===== config.mk =====
export PLATFORM = sky130hd
export DESIGN_NAME = maze_mem_arbiter_flat
export DESIGN_NICKNAME = d
export VERILOG_FILES = /design/src/rtl/maze_mem_arbiter_if.sv /design/src/rtl/maze_mem_arbiter.sv /design/src/flat_wrapper.sv
export SDC_FILE = /design/constraint.sdc
export NUM_CORES = 1
export LEC_CHECK = 0
export ABC_AREA = 1
export BUFFER_PORTS_ARGS = -buffer_cell sky130_fd_sc_hd__buf_2
export CAP_MARGIN = 10
export CORE_AREA = 4 4 45 47
export CTS_CLUSTER_DIAMETER = 50
export DETAILED_ROUTE_END_ITERATION = 16
export DIE_AREA = 0 0 49 51
export PLACE_DENSITY = 0.81
export SLEW_MARGIN = 20
export SYNTH_ARGS = -nofsm -noshare
export SYNTH_HDL_FRONTEND = slang
export SYNTH_SLANG_ARGS = --single-unit

===== constraint.sdc =====
create_clock -name clk -period 3.15 [get_ports clk]
set_input_delay 0.1575 -clock clk [delete_from_list [all_inputs] [get_ports clk]]
set_output_delay 0.1575 -clock clk [all_outputs]
set_load 0.01 [all_outputs]

===== src/rtl/maze_mem_arbiter_if.sv =====
// maze_mem_arbiter_if: requester handshakes and memory command/response bus
// shared by the maze memory arbiter. The arbiter connects through the slave
// modport; requesters, the memory model and benches use the master view.
interface maze_mem_arbiter_if #(
  parameter int AW = 8,
  parameter int DW = 1
);
  // Requester 0 (path-search controller) and requester 1 (loader/display)
  logic          req0;
  logic          req1;
  logic          we0;
  logic          we1;
  logic          lock0;
  logic          lock1;
  logic [AW-1:0] addr0;
  logic [AW-1:0] addr1;
  logic [DW-1:0] wdata0;
  logic [DW-1:0] wdata1;
  logic          gnt0;
  logic          gnt1;
  logic          rvalid0;
  logic          rvalid1;
  logic [DW-1:0] rdata0;
  logic [DW-1:0] rdata1;

  // Single-port memory command and response
  logic          cen;
  logic          WR;
  logic          RD;
  logic [AW-1:0] mem_addr;
  logic [DW-1:0] mem_wdata;
  logic [DW-1:0] mem_rdata;

  modport slave (
    input  req0, req1, we0, we1, lock0, lock1,
    input  addr0, addr1, wdata0, wdata1,
    output gnt0, gnt1, rvalid0, rvalid1, rdata0, rdata1,
    output cen, WR, RD, mem_addr, mem_wdata,
    input  mem_rdata
  );

  modport master (
    output req0, req1, we0, we1, lock0, lock1,
    output addr0, addr1, wdata0, wdata1,
    input  gnt0, gnt1, rvalid0, rvalid1, rdata0, rdata1,
    input  cen, WR, RD, mem_addr, mem_wdata,
    output mem_rdata
  );
endinterface


===== src/rtl/maze_mem_arbiter.sv =====
// maze_mem_arbiter: shares the single-port maze memory between the path-search
// controller (requester 0) and the loader/display port (requester 1).
// One access per cycle, round-robin between requesters, with a bounded lock
// that lets the owner run up to MAX_LOCK back-to-back accesses. Read data
// returns one cycle after the grant on the issuing requester's rvalid.
// Optional macro ARB_FIXED_PRIO_EN: requester 0 always wins an idle contest.
module maze_mem_arbiter #(
  parameter int AW       = 8,
  parameter int DW       = 1,
  parameter int MAX_LOCK = 16
) (
  input  logic               clk,
  input  logic               rst,
  maze_mem_arbiter_if.slave  bus
);

  localparam int CW = $clog2(MAX_LOCK + 1);

  typedef enum logic [1:0] {
    IDLE  = 2'd0,
    LOCK0 = 2'd1,
    LOCK1 = 2'd2
  } state_t;

  state_t        r_state;
  logic          r_last;
  logic [CW-1:0] r_lockCnt;
  logic          r_rvalid0;
  logic          r_rvalid1;

  logic          w_gnt0;
  logic          w_gnt1;
  logic          w_cen;
  logic          w_wr;
  logic          w_rd;
  logic [AW-1:0] w_memAddr;
  logic [DW-1:0] w_memWdata;
  logic          w_lockMore;

  // Grant decision: the lock owner is the only candidate, otherwise contest
  always_comb begin
    w_gnt0 = 1'b0;
    w_gnt1 = 1'b0;
    if (rst) begin
      case (r_state)
        IDLE: begin
          if (bus.req0 && bus.req1) begin
`ifdef ARB_FIXED_PRIO_EN
            w_gnt0 = 1'b1;
`else
            w_gnt0 = r_last;
            w_gnt1 = ~r_last;
`endif
          end else begin
            w_gnt0 = bus.req0;
            w_gnt1 = bus.req1;
          end
        end
        LOCK0:   w_gnt0 = bus.req0;
        LOCK1:   w_gnt1 = bus.req1;
        default: ;
      endcase
    end
  end

  // Memory command mux: the winner's request drives the memory this cycle
  always_comb begin
    w_cen      = 1'b0;
    w_wr       = 1'b0;
    w_rd       = 1'b0;
    w_memAddr  = {AW{1'b0}};
    w_memWdata = {DW{1'b0}};
    if (w_gnt0) begin
      w_cen      = 1'b1;
      w_wr       = bus.we0;
      w_rd       = ~bus.we0;
      w_memAddr  = bus.addr0;
      w_memWdata = bus.wdata0;
    end else if (w_gnt1) begin
      w_cen      = 1'b1;
      w_wr       = bus.we1;
      w_rd       = ~bus.we1;
      w_memAddr  = bus.addr1;
      w_memWdata = bus.wdata1;
    end
  end

  // The lock may continue only while the next grant stays within MAX_LOCK
  assign w_lockMore = (r_lockCnt < CW'(MAX_LOCK - 1));

  // Arbitration state, round-robin pointer, lock counter and read-return flags
  always_ff @(posedge clk or negedge rst) begin
    if (!rst) begin
      r_state   <= IDLE;
      r_last    <= 1'b1;
      r_lockCnt <= '0;
      r_rvalid0 <= 1'b0;
      r_rvalid1 <= 1'b0;
    end else begin
      r_rvalid0 <= w_gnt0 & ~bus.we0;
      r_rvalid1 <= w_gnt1 & ~bus.we1;
      if (w_gnt0) begin
        r_last <= 1'b0;
      end else if (w_gnt1) begin
        r_last <= 1'b1;
      end
      case (r_state)
        IDLE: begin
          if (w_gnt0 && bus.lock0) begin
            r_state   <= LOCK0;
            r_lockCnt <= CW'(1);
          end else if (w_gnt1 && bus.lock1) begin
            r_state   <= LOCK1;
            r_lockCnt <= CW'(1);
          end
        end
        LOCK0: begin
          if (w_gnt0 && bus.lock0 && w_lockMore) begin
            r_lockCnt <= r_lockCnt + CW'(1);
          end else begin
            r_state   <= IDLE;
            r_lockCnt <= '0;
          end
        end
        LOCK1: begin
          if (w_gnt1 && bus.lock1 && w_lockMore) begin
            r_lockCnt <= r_lockCnt + CW'(1);
          end else begin
            r_state   <= IDLE;
            r_lockCnt <= '0;
          end
        end
        default: begin
          r_state   <= IDLE;
          r_lockCnt <= '0;
        end
      endcase
    end
  end

  assign bus.gnt0      = w_gnt0;
  assign bus.gnt1      = w_gnt1;
  assign bus.cen       = w_cen;
  assign bus.WR        = w_wr;
  assign bus.RD        = w_rd;
  assign bus.mem_addr  = w_memAddr;
  assign bus.mem_wdata = w_memWdata;
  assign bus.rvalid0   = r_rvalid0;
  assign bus.rvalid1   = r_rvalid1;
  assign bus.rdata0    = bus.mem_rdata;
  assign bus.rdata1    = bus.mem_rdata;

endmodule


===== src/flat_wrapper.sv =====
// flat-port wrapper written by rule: the top's interface ports become plain ports
module maze_mem_arbiter_flat 
#(
  parameter int AW       = 8,
  parameter int DW       = 1,
  parameter int MAX_LOCK = 16
)
  (clk, rst, bus_req0, bus_req1, bus_we0, bus_we1, bus_lock0, bus_lock1, bus_addr0, bus_addr1, bus_wdata0, bus_wdata1, bus_gnt0, bus_gnt1, bus_rvalid0, bus_rvalid1, bus_rdata0, bus_rdata1, bus_cen, bus_WR, bus_RD, bus_mem_addr, bus_mem_wdata, bus_mem_rdata);
  maze_mem_arbiter_if #(.AW(AW), .DW(DW)) bus_i ();
  input  logic clk;
  input  logic rst;
  input wire logic [$bits(bus_i.req0)-1:0] bus_req0;
  input wire logic [$bits(bus_i.req1)-1:0] bus_req1;
  input wire logic [$bits(bus_i.we0)-1:0] bus_we0;
  input wire logic [$bits(bus_i.we1)-1:0] bus_we1;
  input wire logic [$bits(bus_i.lock0)-1:0] bus_lock0;
  input wire logic [$bits(bus_i.lock1)-1:0] bus_lock1;
  input wire logic [$bits(bus_i.addr0)-1:0] bus_addr0;
  input wire logic [$bits(bus_i.addr1)-1:0] bus_addr1;
  input wire logic [$bits(bus_i.wdata0)-1:0] bus_wdata0;
  input wire logic [$bits(bus_i.wdata1)-1:0] bus_wdata1;
  output wire logic [$bits(bus_i.gnt0)-1:0] bus_gnt0;
  output wire logic [$bits(bus_i.gnt1)-1:0] bus_gnt1;
  output wire logic [$bits(bus_i.rvalid0)-1:0] bus_rvalid0;
  output wire logic [$bits(bus_i.rvalid1)-1:0] bus_rvalid1;
  output wire logic [$bits(bus_i.rdata0)-1:0] bus_rdata0;
  output wire logic [$bits(bus_i.rdata1)-1:0] bus_rdata1;
  output wire logic [$bits(bus_i.cen)-1:0] bus_cen;
  output wire logic [$bits(bus_i.WR)-1:0] bus_WR;
  output wire logic [$bits(bus_i.RD)-1:0] bus_RD;
  output wire logic [$bits(bus_i.mem_addr)-1:0] bus_mem_addr;
  output wire logic [$bits(bus_i.mem_wdata)-1:0] bus_mem_wdata;
  input wire logic [$bits(bus_i.mem_rdata)-1:0] bus_mem_rdata;
  assign bus_i.req0 = bus_req0;
  assign bus_i.req1 = bus_req1;
  assign bus_i.we0 = bus_we0;
  assign bus_i.we1 = bus_we1;
  assign bus_i.lock0 = bus_lock0;
  assign bus_i.lock1 = bus_lock1;
  assign bus_i.addr0 = bus_addr0;
  assign bus_i.addr1 = bus_addr1;
  assign bus_i.wdata0 = bus_wdata0;
  assign bus_i.wdata1 = bus_wdata1;
  assign bus_gnt0 = bus_i.gnt0;
  assign bus_gnt1 = bus_i.gnt1;
  assign bus_rvalid0 = bus_i.rvalid0;
  assign bus_rvalid1 = bus_i.rvalid1;
  assign bus_rdata0 = bus_i.rdata0;
  assign bus_rdata1 = bus_i.rdata1;
  assign bus_cen = bus_i.cen;
  assign bus_WR = bus_i.WR;
  assign bus_RD = bus_i.RD;
  assign bus_mem_addr = bus_i.mem_addr;
  assign bus_mem_wdata = bus_i.mem_wdata;
  assign bus_i.mem_rdata = bus_mem_rdata;
  maze_mem_arbiter #(.AW(AW), .DW(DW), .MAX_LOCK(MAX_LOCK)) u_core (.clk(clk), .rst(rst), .bus(bus_i));
endmodule

==> summary.txt <==
Status
  – Status: completed

Worst setup path
  – CP delay by family, top: buffers and inverters
  – WP depth: 9
  – R2R depth: 6
  – Cell Chain, Critical Path: dlygate4sd3_1 -> buf_2 -> inv_1 -> nor2_4 -> nand2_2 -> inv_2 -> nand2_2 -> a21oi_2 -> buf_2
  – CP bufs+invs: 5
  – CP Launch Type: input port
  – CP required: 2.99 ns
  – Worst Setup Path Type: in2out
  – Critical path arrival: 1.79 ns
  – Worst path slowest cell: dlygate4sd3_1
  – CP Max Fanout: 11
  – Critical Path Sink Type: primary output
  – CP peak stage delay: 0.52 ns

CTS
  – Clock buffer depth: 2
  – Clock H-tree levels: 1
  – CTS tree: done
  – Clock sink count: 10
  – CTS root buf: clkbuf_4
  – CTS clock-pin slew for the worst setup and hold paths: 0.07 ns
  – Number of buffers created by CTS: 3
  – Clock latency on the worst-skew pair: 0.27 ns

Floorplanning
  – Top-Level Pins: 45
  – Starting Density: 42.4%
  – Die area: 2500 sq um
  – Die Y: 51 um
  – Die W: 49 um
  – Core Rows: 15
  – Core ar.: 1650 sq um

GRT
  – Antenna violations before repair: 0
  – First-pass GRT wire length: 2830 um
  – Vias in the first global route: 731
  – Pin count of the biggest net entering global routing: 12
  – GR Overflow Total: 0
  – Total global routing track utilization: 14.6%

Cells and area
  – Net total in the final layout: 153
  – Filler instances: 156
  – Share of layout cells above drive strength 1: 52.4%
  – Layout Cells excl Fill: 141
  – Syn-to-layout area delta: 33.6%
  – Antenna fix cells: 0

Placement
  – Number of I/O port buffers: 41
  – Hpwl dp: 1350 um
  – Gpl congestion: 0.792
  – Placed cells: 136

STA
  – Tcrit/Tclk final: 61.8%
  – Crit path time final: 1.95 ns
  – RSZ-0062 raised after global routing: no
  – Post-route setup TNS: 0 ns
  – # setup viols final: 0
  – Slew HR: 82.5%
  – Layout Skew: 0.00101 ns
  – Final hold vios: 0
  – Slew Viols, Final: 0
  – Maximum clock rate: 0.513 GHz
  – Worst-margin pin slew: 0.262 ns

Route
  – ANT nets after route: 0
  – Drt drc: 0
  – Via count: 718
  – Initial DRC Count: 10
  – Avg WL per Cell: 11.6 um
  – DR pass1 iterations: 6
  – Vias/cell: 5.09
  – Routed WL: 1630 um

Synth
  – Yosys reg bits: 10
  – Most common cell in the netlist: nand2_1
  – Area leader, netlist: dfrtp_1
  – Most frequent cells after synthesis: nand2_1 (12), a22o_1 (9), dfrtp_1 (9)
  – Cell Area, Synth: 701 sq um
  – Syn. warnings: 0
  – Most used DFF post-synth: dfrtp_1
  – EDFF count, synth: 0
  – Syn Inst Count: 82
  – Synth top area share: 32.1%
  – Post-synth ARST share: 100%
  – Cell variety after synth: 25
  – Syn Nets: 110
  – Top cells by area, synth: dfrtp_1 (32%), a22o_1 (11%), nand2_1 (6.4%), nand2_2 (5.4%), nand3_1 (5.0%)
  – Mean post-synth cell area: 8.54 sq um
  – Seq/Total Area, Yosys: 35.9%

Power and ir drop
  – Power per cell area: 410 nW/um^2
  – Peak VDD IR: 0.261 mV
  – Leak: 0.000545 uW

Job
  – Max-cap viol count: 0

Worst hold path
  – Hold Crit Depth: 2
  – Hold Path Class: in2reg
[power by group]
group	internal, uW	total [uW]	switching [uW]
Combinational	49.3	115	66.1
Sequential	141	151	9.68
Clock	70.2	117	46.9
Total	261	384	123
[final timing paths]
kind / startpoint / to / slack [ns]
setup reg to reg: u_core.r_last / u_core.r_lockCnt[2] / 1.88
hold reg to reg: u_core.r_state[0] / u_core.r_state[0] / 0.52
min in group asynchronous: rst / u_core.r_lockCnt[3] / 0.28
setup / recovery: rst / bus_WR / 1.20
max in group asynchronous: rst / u_core.r_last / 2.61
hold / removal: bus_we0 / u_core.bus.rvalid0 / 0.08
[area by class of cell]
type / instances / area, sq um / share of cell area [%]
Sequential cell: 10 / 251 / 26.9
Multi-Input combinational cell: 58 / 374 / 40.0
Timing Repair Buffer: 42 / 215 / 23.0
Clock buffer: 4 / 36.3 / 3.88
Tap cell: 17 / 21.3 / 2.27
Inverter: 10 / 37.5 / 4.01
[sequential cells by signal (all words and copies together) (netlist names)]
signal and flops:
u_core.bus.rvalid0 1, u_core.r_lockCnt 5, u_core.bus.rvalid1 1, u_core.r_state 2
u_core.r_last 1
[layout by cell type, fill, tap and decap left out, drive strengths merged]
master | Yosys | layout
a211oi | 1 | 1
a21oi | 1 | 1
a22o | 9 | 9
a31o | 1 | 1
buf | 4 | 41
clkbuf | 0 | 4
dfrtp | 9 | 9
dfstp | 1 | 1
dlygate4sd3 | 0 | 1
ha | 1 | 1
inv | 10 | 10
nand2 | 19 | 19
nand3 | 10 | 10
nand4 | 2 | 2
nor2 | 8 | 8
o21ai | 3 | 3
o22ai | 1 | 1
xnor2 | 1 | 1
xor2 | 1 | 1
[cells by family after synthesis]
family | count (synthesis) | synth area share (%)
buf+inv | 14 | 10.7
fa+ha+maj | 1 | 1.79
compound gates | 16 | 17.9
flops | 10 | 35.9
xor+xnor | 2 | 2.50
simple gates | 39 | 31.3
[repair_timing]
action	CTS	global route
gates resized for setup	0	0
endpoints found under the hold margin	10	0
setup buffers	0	0
hold buffers	1	0
[per-stage QoR]
step	power, uW	utilization, %	hold slack, ns	setup slack, ns	area (sq um)
6_report	384	56.7	0.0776	1.20	936
5_1_grt	417	56.7	0.0626	1.04	936
4_1_cts	388	56.7	0.0730	1.15	936
3_5_place_dp	268	53.9	0.0380	1.70	890
3_3_place_gp	265	53.9	0.0301	1.77	890
2_1_floorplan	229	-	-0.138	1.86	701
[metal layers]
layer	track usage, %	share of wire [%]	up-vias	wire (um)
li1	-	-	361	-
met1	16.3	41	316	663
met2	24.1	49	41	795
met4	6.73	0	0	0
met5	0	0	-	0
met3	5.83	11	0	175
Note: power is estimated with default switching activity, not from simulation.
